--- src/rtl/serial_add_sub_pkg.sv ---
// Shared types and defaults for the bit-serial adder/subtractor.
// State encodings and the default datapath width live here.
package serial_add_sub_pkg;

    localparam int DEF_WIDTH = 16;

    typedef enum logic [1:0] {
        IDLE = 2'd0,
        RUN  = 2'd1,
        DONE = 2'd2
    } state_t;

endpackage

--- src/rtl/serial_add_sub_if.sv ---
// Request/result bundle between the ALU stage and the serial adder.
// The master drives the operands; the slave returns result and flags.
interface serial_add_sub_if
    import serial_add_sub_pkg::*;
#(
    parameter int WIDTH = DEF_WIDTH
);

    logic             start;
    logic             sub;
    logic [WIDTH-1:0] a;
    logic [WIDTH-1:0] b;
    logic             busy;
    logic             done;
    logic [WIDTH-1:0] sum;
    logic             carry_out;
    logic             overflow;
    logic             zero;

    modport master (
        output start, sub, a, b,
        input  busy, done, sum, carry_out, overflow, zero
    );

    modport slave (
        input  start, sub, a, b,
        output busy, done, sum, carry_out, overflow, zero
    );

endinterface

--- src/rtl/serial_add_sub_full_adder.sv ---
// Single-bit full adder built from elementary XOR/AND/OR gates.
// Reused every clock by the serial datapath.
module full_adder (
    input  logic a,
    input  logic b,
    input  logic cin,
    output logic s,
    output logic cout
);

    logic axb;
    logic ab;
    logic cx;

    xor g_x0 (axb, a, b);
    xor g_x1 (s, axb, cin);
    and g_a0 (ab, a, b);
    and g_a1 (cx, cin, axb);
    or  g_o0 (cout, ab, cx);

endmodule

--- src/rtl/serial_add_sub.sv ---
// Bit-serial WIDTH-bit adder/subtractor, one bit per clock, LSB first.
// Result and flags update only on entry to DONE.
module serial_add_sub
    import serial_add_sub_pkg::*;
#(
    parameter int WIDTH = DEF_WIDTH
) (
    input  logic            clk,
    input  logic            reset,
    serial_add_sub_if.slave bus
);

    localparam int CW = $clog2(WIDTH);

    state_t           state;
    state_t           state_nx;
    logic [WIDTH-1:0] a_sr;
    logic [WIDTH-1:0] b_sr;
    logic [WIDTH-2:0] ps;
    logic [WIDTH-1:0] sum_q;
    logic [CW-1:0]    cnt;
    logic             c_q;
    logic             a_msb;
    logic             b_msb;
    logic             co_q;
    logic             ov_q;
    logic             z_q;
    logic             s;
    logic             c_nx;
    logic             last;
    logic [WIDTH-1:0] fin;

    full_adder u_fa (
        .a    (a_sr[0]),
        .b    (b_sr[0]),
        .cin  (c_q),
        .s    (s),
        .cout (c_nx)
    );

    assign last = (cnt == CW'(WIDTH - 1));
    // New bit enters at the MSB; after the last bit this is the full sum.
    assign fin  = {s, ps};

    always_ff @(posedge clk) begin
        if (reset) begin
            state <= IDLE;
        end else begin
            state <= state_nx;
        end
    end

    always_comb begin
        state_nx = state;
        unique case (state)
            IDLE:    if (bus.start) state_nx = RUN;
            RUN:     if (last) state_nx = DONE;
            DONE:    state_nx = IDLE;
            default: state_nx = IDLE;
        endcase
    end

    always_ff @(posedge clk) begin
        if (reset) begin
            a_sr  <= '0;
            b_sr  <= '0;
            ps    <= '0;
            cnt   <= '0;
            c_q   <= 1'b0;
            a_msb <= 1'b0;
            b_msb <= 1'b0;
            sum_q <= '0;
            co_q  <= 1'b0;
            ov_q  <= 1'b0;
            z_q   <= 1'b0;
        end else begin
            unique case (state)
                IDLE: begin
                    if (bus.start) begin
                        a_sr  <= bus.a;
                        b_sr  <= bus.sub ? ~bus.b : bus.b;
                        c_q   <= bus.sub;
                        cnt   <= '0;
                        ps    <= '0;
                        a_msb <= bus.a[WIDTH-1];
                        b_msb <= bus.b[WIDTH-1] ^ bus.sub;
                    end
                end
                RUN: begin
                    a_sr <= a_sr >> 1;
                    b_sr <= b_sr >> 1;
                    c_q  <= c_nx;
                    cnt  <= cnt + 1'b1;
                    ps   <= fin[WIDTH-1:1];
                    if (last) begin
                        sum_q <= fin;
                        co_q  <= c_nx;
                        ov_q  <= (a_msb == b_msb) && (s != a_msb);
                        z_q   <= (fin == '0);
                    end
                end
                default: ;
            endcase
        end
    end

    assign bus.busy      = (state == RUN);
    assign bus.done      = (state == DONE);
    assign bus.sum       = sum_q;
    assign bus.carry_out = co_q;
    assign bus.overflow  = ov_q;
    assign bus.zero      = z_q;

endmodule

--- src/flat_wrapper.sv ---
// flat-port wrapper written by rule: the top's interface ports become plain ports
module serial_add_sub_flat import serial_add_sub_pkg::*;
#(
    parameter int WIDTH = DEF_WIDTH
)
  (clk, reset, bus_start, bus_sub, bus_a, bus_b, bus_busy, bus_done, bus_sum, bus_carry_out, bus_overflow, bus_zero);
  serial_add_sub_if #(.WIDTH(WIDTH)) bus_i ();
  input  logic clk;
  input  logic reset;
  input wire logic [$bits(bus_i.start)-1:0] bus_start;
  input wire logic [$bits(bus_i.sub)-1:0] bus_sub;
  input wire logic [$bits(bus_i.a)-1:0] bus_a;
  input wire logic [$bits(bus_i.b)-1:0] bus_b;
  output wire logic [$bits(bus_i.busy)-1:0] bus_busy;
  output wire logic [$bits(bus_i.done)-1:0] bus_done;
  output wire logic [$bits(bus_i.sum)-1:0] bus_sum;
  output wire logic [$bits(bus_i.carry_out)-1:0] bus_carry_out;
  output wire logic [$bits(bus_i.overflow)-1:0] bus_overflow;
  output wire logic [$bits(bus_i.zero)-1:0] bus_zero;
  assign bus_i.start = bus_start;
  assign bus_i.sub = bus_sub;
  assign bus_i.a = bus_a;
  assign bus_i.b = bus_b;
  assign bus_busy = bus_i.busy;
  assign bus_done = bus_i.done;
  assign bus_sum = bus_i.sum;
  assign bus_carry_out = bus_i.carry_out;
  assign bus_overflow = bus_i.overflow;
  assign bus_zero = bus_i.zero;
  serial_add_sub #(.WIDTH(WIDTH)) u_core (.clk(clk), .reset(reset), .bus(bus_i));
endmodule
--- config.mk ---
export PLATFORM = sky130hd
export DESIGN_NAME = serial_add_sub_flat
export DESIGN_NICKNAME = d
export VERILOG_FILES = /design/src/rtl/serial_add_sub_pkg.sv /design/src/rtl/serial_add_sub_if.sv /design/src/rtl/serial_add_sub_full_adder.sv /design/src/rtl/serial_add_sub.sv /design/src/flat_wrapper.sv
export SDC_FILE = /design/constraint.sdc
export NUM_CORES = 1
export LEC_CHECK = 0
export CORE_MARGIN = 2
export CORE_UTILIZATION = 47
export CTS_CLUSTER_SIZE = 20
export DETAILED_ROUTE_END_ITERATION = 8
export GPL_TIMING_DRIVEN = 0
export PLACE_DENSITY_LB_ADDON = 0.1
export REMOVE_ABC_BUFFERS = 1
export SLEW_MARGIN = 10
export SYNTH_ARGS = -nofsm -noshare
export SYNTH_HDL_FRONTEND = slang
export SYNTH_SLANG_ARGS = --single-unit
--- constraint.sdc ---
create_clock -name clk -period 1.8 [get_ports clk]
set_clock_uncertainty 0.15 [all_clocks]
set_input_delay 0.18 -clock clk [delete_from_list [all_inputs] [get_ports clk]]
set_output_delay 0.18 -clock clk [all_outputs]
set_load 0.05 [all_outputs]
==> flow_summary.json, run 1 <==
{
  "diodes": 0,
  "synth-edff-count": 0,
  "comb_power_share_pct": 12.5,
  "regArea_um2": 1510,
  "cts.htree.levels": 3,
  "start_util_pct": 48.0,
  "relSlewSlack_pct": 39.9,
  "status": "finished, final reports clean",
  "synthFlopType": "dfxtp_1",
  "slew_violations": 0,
  "cts_hold_buf": 0,
  "multi_input_area_um2": 1570,
  "clkPwrFrac_pct": 39.3,
  "fp.coreArea_um2": 6680,
  "min_path_type": "input port to flop",
  "arrival_ns": 1.38,
  "die_width_um": 86.6,
  "r2r_cells": 5,
  "setup_viol": 0,
  "die_h_um": 86.6,
  "path_class": "flop to output port",
  "min_from": "reset",
  "grt_max_degree": 77,
  "filler_cell_count": 649,
  "p_leak_nw": 1.52,
  "syn2layout_area_growth_pct": 24.9,
  "critPathLaunchType": "flop",
  "reg2reg_from": "u_core.b_sr[0]",
  "globalplace.congestion": 0.724,
  "vias": 2842,
  "syn_area_per_cell_um2": 8.44,
  "dp_slack_ns": -1.02,
  "clk_pin_slew_worst_paths_ns": 0.08,
  "drive_above_1_share_pct": 9.22,
  "layout_setup_ws_ns": 0.0866,
  "grt_use_total_pct": 20.5,
  "required_ns": 1.47,
  "whs_path_depth": 2,
  "synth_area_um2": 3210,
  "period_needed_ns": 1.71,
  "overflow": 0,
  "synth_seq_area_share_pct": 46.8,
  "clockRootBuffer": "clkbuf_8",
  "portBuffers": 56,
  "insertion_delay_ns": 0.34,
  "whs_endpoint": "u_core.bus.sum[12]",
  "dieArea_um2": 7500,
  "reg2reg_to": "u_core.bus.zero",
  "drt_wl_total_mm": 7.32,
  "seqPwrFrac_pct": 48.2,
  "cts_sinks": 75,
  "async_flop_share_pct": 0,
  "drt_pass1_iterations": 4,
  "clockBufferDepth": 2,
  "yosysWarnings": 0,
  "internal_power_w": 0.00278,
  "switching_share_pct": 24.8,
  "synth_seq_cells": 75,
  "cts_tree": "yes",
  "fmax_mhz": 584,
  "via_per_inst": 5.65,
  "worst_pin_slew_ns": 0.900,
  "drt_iter0_markers": 182,
  "fp-row-count": 30,
  "min_period_over_period_pct": 95.2,
  "synthDistinctLibCells": 35,
  "critPathMaxFanout": 54,
  "ant_nets": 0,
  "netlist_instances": 380,
  "ir_drop_v": 0.000438,
  "drcViolationCount": 0,
  "cap_viol_max_count": 0,
  "power_density_nw_per_um2": 924,
  "hold_slack_ns": 0.251,
  "power.switching_w": 0.000915,
  "rrSetupSlack_ns": 0.10,
  "fin_total_pwr_w": 0.00370,
  "first_global_vias": 2574,
  "io_pins": 57,
  "antenna_found_initial": 0,
  "finalHoldViolCount": 0,
  "grt_first_pass_wirelength_mm": 12.2,
  "wl_per_cell_um": 14.6,
  "fin_nets": 456,
  "numCtsBuffers": 9,
  "end_kind": "output port",
  "dp_hpwl_mm": 3.82
}
[worst max path at each step]
stage,from,endpoint,slack [ns],cells past startpoint
4_1_cts,u_core.cnt[0],u_core.bus.overflow,0.0003,4
5_1_grt,u_core.cnt[0],u_core.bus.overflow,-0.009,4
6_report,u_core.state[1],bus_busy,0.09,3
2_1_floorplan,u_core.state[1],u_core.b_sr[0],-1.19,4
3_3_place_gp,u_core.state[1],bus_busy,-2.58,3
3_5_place_dp,u_core.state[0],bus_busy,-1.02,3
[per-layer routing]
metal	global-route usage, %	up-vias	share of wire [%]
li1	-	1418	-
met1	27.2	1342	47
met2	32.8	73	47
met3	3.14	9	4.2
met4	9.52	0	1.8
met5	0	-	0
[cell type report]
cell class / instances / share of cell area, %
sequential: 75 / 37.7
inverter: 1 / 0.406
clock buffer: 12 / 3.88
tap: 80 / 2.50
multi-input combinational: 272 / 39.2
timing repair buffer: 59 / 14.5
clock inverter: 4 / 1.81
[logic make-up (layout without fill, tap and decap cells)]
kind of cell               after synthesis  count (layout)  share of synthesized area [%]
buffers and inverters                   36              76                           6.71
and+or+nand+nor                        140             143                           19.6
adders and majority gates                2               2                           1.01
xor gates and xnor gates                16              16                           4.37
muxes                                    1               1                          0.312
AOI/OAI and AO/OA                      110             110                           21.2
DFF                                     75              75                           46.8
[per-stage QoR]
| stage | area (um^2) | std cells | util, % | TNS (ns) |
|---|---|---|---|---|
| finish | 4000 | 503 | 59.9 | 0 |
| floorplan | 3000 | 345 | - | -69.67 |
| detailed placement | 3660 | 481 | 54.8 | -35.31 |
| global placement | 3660 | 481 | 54.7 | -143.88 |
| global route | 4000 | 503 | 59.9 | -0.00908 |
| CTS | 3950 | 502 | 59.1 | 0 |
[cell usage in the layout (no fill, tap or decap), drive strengths merged, types with 2 or more instances in the layout]
cell	instances
xor2	16
o21ai	18
clkdlybuf4s50	33
nor2	20
nand3	36
bufinv	2
a21oi	56
nor3	3
dlygate4sd2	16
dlymetal6s2s	4
dfxtp	75
nand2b	3
buf	5
nor2b	2
nor3b	2
a22oi	15
a311oi	15
nand2	67
nor4	5
clkbuf	12
[power groups by stage]
stage	clock network (W)	logic, W	registers (W)
2_1_floorplan	0	0.000241	0.00180
3_3_place_gp	0	0.000423	0.00181
3_5_place_dp	0	0.000421	0.00181
4_1_cts	0.00149	0.000456	0.00178
5_1_grt	0.00154	0.000514	0.00179
6_report	0.00145	0.000463	0.00178
[cell usage after synthesis (2+ instances only)]
library cell	count	area share, %
a21oi_1	56	8.7
nor2b_1	2	0.39
nor4_1	5	0.98
a311oi_1	14	3.8
xor2_1	16	4.4
nor3_1	3	0.47
nand3_1	36	5.6
buf_2	11	1.7
o21ai_0	18	2.8
nand2_1	67	7.8
a22oi_1	15	3.5
nor2_1	20	2.3
dfxtp_1	75	47
clkbuf_1	10	1.2
buf_6	4	1.4
buf_4	9	2.1
[worst max-delay path, cell delays in order, from the launching register on]
cell,delay (ns)
dfxtp_2,0.39
nand2b_4,0.21
inv_12,0.20
buf_4,0.24
[timing repair]
action | 4_1_cts | 5_1_grt
gates cloned | 3 | 0
endpoints found under the setup margin | 92 | 46
pin swaps | 2 | 1
hold endpoints to repair | 0 | 0
gates resized for setup | 38 | 9
setup buffers | 2 | 1
[flip-flops by register name, indices dropped and copies added (netlist names), 2 cells and up]
name            flops
u_core.a_sr        16
u_core.b_sr        16
u_core.bus.sum     16
u_core.ps          15
u_core.cnt          4
u_core.state        2
No activity file was read; power rests on OpenSTA's default activity.
==> run 2: changes to the inputs <==
--- a/config.mk
+++ b/config.mk
@@ -11,7 +11,6 @@
 export DETAILED_ROUTE_END_ITERATION = 8
 export GPL_TIMING_DRIVEN = 0
 export PLACE_DENSITY_LB_ADDON = 0.1
-export REMOVE_ABC_BUFFERS = 1
 export SLEW_MARGIN = 10
 export SYNTH_ARGS = -nofsm -noshare
 export SYNTH_HDL_FRONTEND = slang
==> run 2 against run 1 <==
Compared with the run above: setup slack worse by 0.069 ns; largest power group unchanged; sequential cell count is the same; sequential share of layout area is 0.84 points lower; first-iteration DRC count grew 7.1%; non-clock buffer count is 32 higher; cell count grew 5.8%; clock-buffer cell count is the same; design area rose by 2.3%; critical path type is now flop to flop; critical endpoint is now u_core.bus.overflow; routed wire length up 0.76%.
==> flow_summary.json, run 2 (synthesis results as in run 1) <==
{
  "status": "finished, final reports clean",
  "wl_per_cell_um": 13.9,
  "relSlewSlack_pct": 62.3,
  "first_global_vias": 2632,
  "dp_hpwl_mm": 5.17,
  "p_leak_nw": 1.55,
  "worst_pin_slew_ns": 0.565,
  "insertion_delay_ns": 0.34,
  "fin_total_pwr_w": 0.00359,
  "rsz0062_at_grt": "yes",
  "post-place-cells": 515,
  "finalHoldViolCount": 0,
  "cts.htree.levels": 3,
  "min_path_type": "input port to flop",
  "cts_sinks": 75,
  "worstPathCellList": "fa_2, and3b_2, a2111oi_4, nor3_1",
  "crit_buf_inv": 0,
  "drcViolationCount": 0,
  "ant_nets": 0,
  "period_needed_ns": 1.78,
  "internal_power_w": 0.00265,
  "slowest_delay_ns": 0.59,
  "io_pins": 57,
  "fin_cells": 532,
  "fp.coreArea_um2": 6680,
  "fp-row-count": 30,
  "via_per_inst": 5.47,
  "setup_viol": 0,
  "drt_pass1_iterations": 4,
  "critPathMaxFanout": 2,
  "clockRootBuffer": "clkbuf_8",
  "dieArea_um2": 7500,
  "syn2layout_area_growth_pct": 27.7,
  "grt_use_total_pct": 20.7,
  "seqPwrFrac_pct": 49.6,
  "cts_tree": "yes",
  "drive_above_1_share_pct": 12.4,
  "path_class": "flop to flop",
  "portBuffers": 55,
  "comb_power_share_pct": 14.7,
  "cts_hold_buf": 0,
  "switching_share_pct": 26.1,
  "cpMaxStageDelayCell": "fa_2",
  "end_kind": "flop",
  "clk_pin_slew_worst_paths_ns": 0.07,
  "die_h_um": 86.6,
  "cap_viol_max_count": 0,
  "syn_nets": 418,
  "mostFrequentLayoutCells": "dfxtp_1, nand2_1, a21oi_1, nand3_1, clkdlybuf4s50_1",
  "critical_path.top_delay_family": "adder cells",
  "grt_first_pass_wirelength_mm": 12.4,
  "antenna_found_initial": 0,
  "fmax_mhz": 561,
  "clockBufferDepth": 2,
  "fin_nets": 485,
  "required_ns": 1.86,
  "overflow": 0,
  "drt_iter0_markers": 195,
  "clkPwrFrac_pct": 35.8,
  "die_width_um": 86.6,
  "critPathLaunchType": "flop",
  "min_period_over_period_pct": 99.0,
  "power.switching_w": 0.000937,
  "diodes": 0,
  "numCtsBuffers": 9,
  "grt_max_degree": 13,
  "slew_violations": 0,
  "power_density_nw_per_um2": 876,
  "start_util_pct": 48.0,
  "hold_slack_ns": 0.243,
  "drt_wl_total_mm": 7.38,
  "vias": 2911,
  "ir_drop_v": 0.000765,
  "layout_commonest_cell": "dfxtp_1",
  "arrival_ns": 1.84,
  "globalplace.congestion": 0.804
}
-- run 2: cell types whose count changed in the layout (fill, tap and decap cells not counted), moves of 2 or more --
cell            delta
buf_8              +2
dlygate4sd2_1      +3
dfxtp_2            +3
dlymetal6s2s_1     -4
buf_6              +5
buf_4              +5
dfxtp_1            -2
buf_2             +12
clkbuf_1           +9
nand2b_4           -2
-- run 2: worst paths after layout --
check                       from                   to  slack (ns)  cells past startpoint
setup / recovery  u_core.b_sr[0]  u_core.bus.overflow        0.02                      4
hold / removal           bus_sub      u_core.b_sr[13]        0.24                      4
setup reg to reg  u_core.b_sr[0]  u_core.bus.overflow        0.02                      4
hold reg to reg   u_core.b_sr[2]       u_core.b_sr[2]        0.31                      2
-- run 2: power groups by stage --
stage / Clock [W] / Sequential [W] / Combinational, W
2_1_floorplan: 0 / 0.00180 / 0.000316
3_3_place_gp: 0 / 0.00181 / 0.000482
3_5_place_dp: 0 / 0.00181 / 0.000486
4_1_cts: 0.00131 / 0.00178 / 0.000507
5_1_grt: 0.00138 / 0.00179 / 0.000576
6_report: 0.00128 / 0.00178 / 0.000527
-- run 2: worst min-delay path: cells and delay by family --
kind / cells / cell delay (ns)
AO/OA/AOI/OAI: 2 / 0.18
buffers and inverters: 1 / 0.17
XOR/XNOR: 1 / 0.16
-- run 2: stage by stage --
| stage | util [%] | instance area, um^2 | setup WS (ns) | TNS [ns] |
|---|---|---|---|---|
| after floorplan | - | 3210 | 0.0362 | 0 |
| after global placement | 57.7 | 3860 | -0.330 | -8.48 |
| after detailed placement | 57.7 | 3860 | -0.345 | -8.35 |
| after CTS | 60.9 | 4070 | -0.00224 | -0.00224 |
| after global routing | 61.3 | 4090 | -0.0408 | -0.0658 |
| final | 61.3 | 4090 | 0.0181 | 0 |
-- run 2: layout make-up --
type / count / area (um^2)
sequential: 75 / 1510
tap: 80 / 100
fill: 654 / 2590
clock inverter: 4 / 50.0
timing repair buffer: 57 / 551
inverter: 1 / 8.76
clock buffer: 12 / 145
buffer: 34 / 214
multi-input combinational: 269 / 1520
-- run 2: timing repair --
action	CTS	global route
buffers inserted	1	1
resized for setup	37	13
setup endpoints to repair	22	22
pin swaps	1	3
-- run 2: routing by layer --
metal	vias up	wire (um)	GRT usage (%)
li1	1473	-	-
met1	1360	3400	26.6
met2	68	3550	35.0
met3	10	327	5.43
met4	0	105	4.69
met5	-	0	0
==> RTL edit: new RTL, flow settings as in run 1 <==
Set the package constant `DEF_WIDTH` to 32 (it was 16).
--- a/src/rtl/serial_add_sub_pkg.sv
+++ b/src/rtl/serial_add_sub_pkg.sv
@@ -4,3 +4,3 @@
 
-    localparam int DEF_WIDTH = 16;
+    localparam int DEF_WIDTH = 32;
 
Ports: changed (resized bus_a, bus_b and bus_sum); port bits go from 57 to 105. The function was not compared with the original's and may differ.
==> RTL edit against run 1 <==
- the run now ends with negative setup slack left
- wire length is 96% higher
- cell area up 91%
- total power is 98% higher
- sequential cell count rose by 65
- setup slack got worse by 0.11 ns
- area after synthesis increased by 76%
- sequential power rose by 84%
==> RTL edit: results (changes against run 1) <==
Power
  • Static leakage: 2.87 nW (was 1.52 nW)

Clock network
  • H-tree Lvls: 4 (was 3)
  • CTS Root Cell: clkbuf_16 (was clkbuf_8)

Timing
  • Setup_tns: -0.0270 ns (was 0 ns)
  • # setup viols final: 1 (was 0)
  • Least-Margin Pin Slew: 0.771 ns (was 0.900 ns)
  • Final worst setup slack: -0.0270 ns (was 0.0866 ns)

Global routing
  • GRT Total Usage: 22.1% (was 20.5%)
  • First-pass GRT wire length: 22800 um (was 12200 um)
  • Met2 GRT Util: 36.8% (was 32.8%)
  • Grt met1 use: 27.1% (was 27.2%)

Layout
  • Share of layout cells above drive strength 1: 11.5% (was 9.22%)
  • Final Util: 66.2% (was 59.9%)

Status
  • Outcome: finished with violations (was finished clean)
  • Violated checks: negative setup slack

Min path
  • Hold EP: u_core.a_sr[20] (was u_core.bus.sum[12])

Detailed routing
  • WL per Instance: 15.6 um (was 14.6 um)

Synthesis
  • Post-synth top cells: nand2_1, dfxtp_1, a21oi_1 (was dfxtp_1, nand2_1, a21oi_1)
  • Ranking of synthesized cells by area: dfxtp_1, a21oi_1, nand2_1 (unchanged)

Placed design
  • Buffers on Ports: 104 (was 56)
  • GP Congestion: 0.734 (was 0.724)
  • Post-DP HPWL: 7800 um (was 3820 um)
  • Post-Place Cell Area: 6690 um^2 (was 3660 um^2)

Worst setup path
  • RR Endpoint: u_core.bus.sum[29] (was u_core.bus.zero)
  • Worst reg-to-reg setup slack: 0.02 ns (was 0.10 ns)
==> RTL edit: power breakdown <==
group / switching, W / internal [W]
Sequential: 0.0000696 / 0.00321
Clock: 0.00120 / 0.00203
Combinational: 0.000429 / 0.000380
Total: 0.00170 / 0.00563
==> RTL edit: cell families (layout without fill, tap and decap cells) <==
| kind of cell | Yosys count | after routing | synth area share (%) |
|---|---|---|---|
| simple gates | 233 | 238 | 17.9 |
| compound gates | 202 | 202 | 21.0 |
| fa+ha+maj | 3 | 3 | 0.800 |
| xor+xnor | 33 | 33 | 5.13 |
| flops | 140 | 140 | 49.8 |
| buf+inv | 60 | 161 | 5.44 |
==> RTL edit: how the worst max path moves through the flow <==
stage                    start               to  slack, ns
2_1_floorplan  u_core.state[0]    u_core.cnt[2]      -1.46
3_3_place_gp             reset  u_core.bus.zero      -3.15
3_5_place_dp   u_core.state[0]         bus_busy      -1.44
4_1_cts        u_core.state[0]         bus_busy      -0.10
5_1_grt        u_core.state[0]  u_core.a_sr[16]      -0.08
6_report       u_core.state[1]         bus_busy      -0.03
==> RTL edit: area by class of cell <==
cell class / count / area share (%)
clock buffer: 29 / 6.67
clock inverter: 1 / 0.392
inverter: 1 / 0.262
multi-input combinational: 476 / 35.6
sequential: 140 / 36.8
tap: 143 / 2.34
timing repair buffer: 129 / 17.8
timing repair inverter: 1 / 0.114
==> RTL edit: critical path, stage by stage (launching register included) <==
cell and delay (ns):
dfxtp_4 0.43, nand2b_4 0.23, inv_16 0.09, buf_16 0.16, buf_12 0.15
==> RTL edit: per-layer routing <==
metal	routed length (um)	part of all wire (%)	vias to the layer above
met1	6160	43	2412
met3	748	5.2	19
met5	0	0	-
met2	7170	50	147
met4	258	1.8	0
li1	-	-	2522
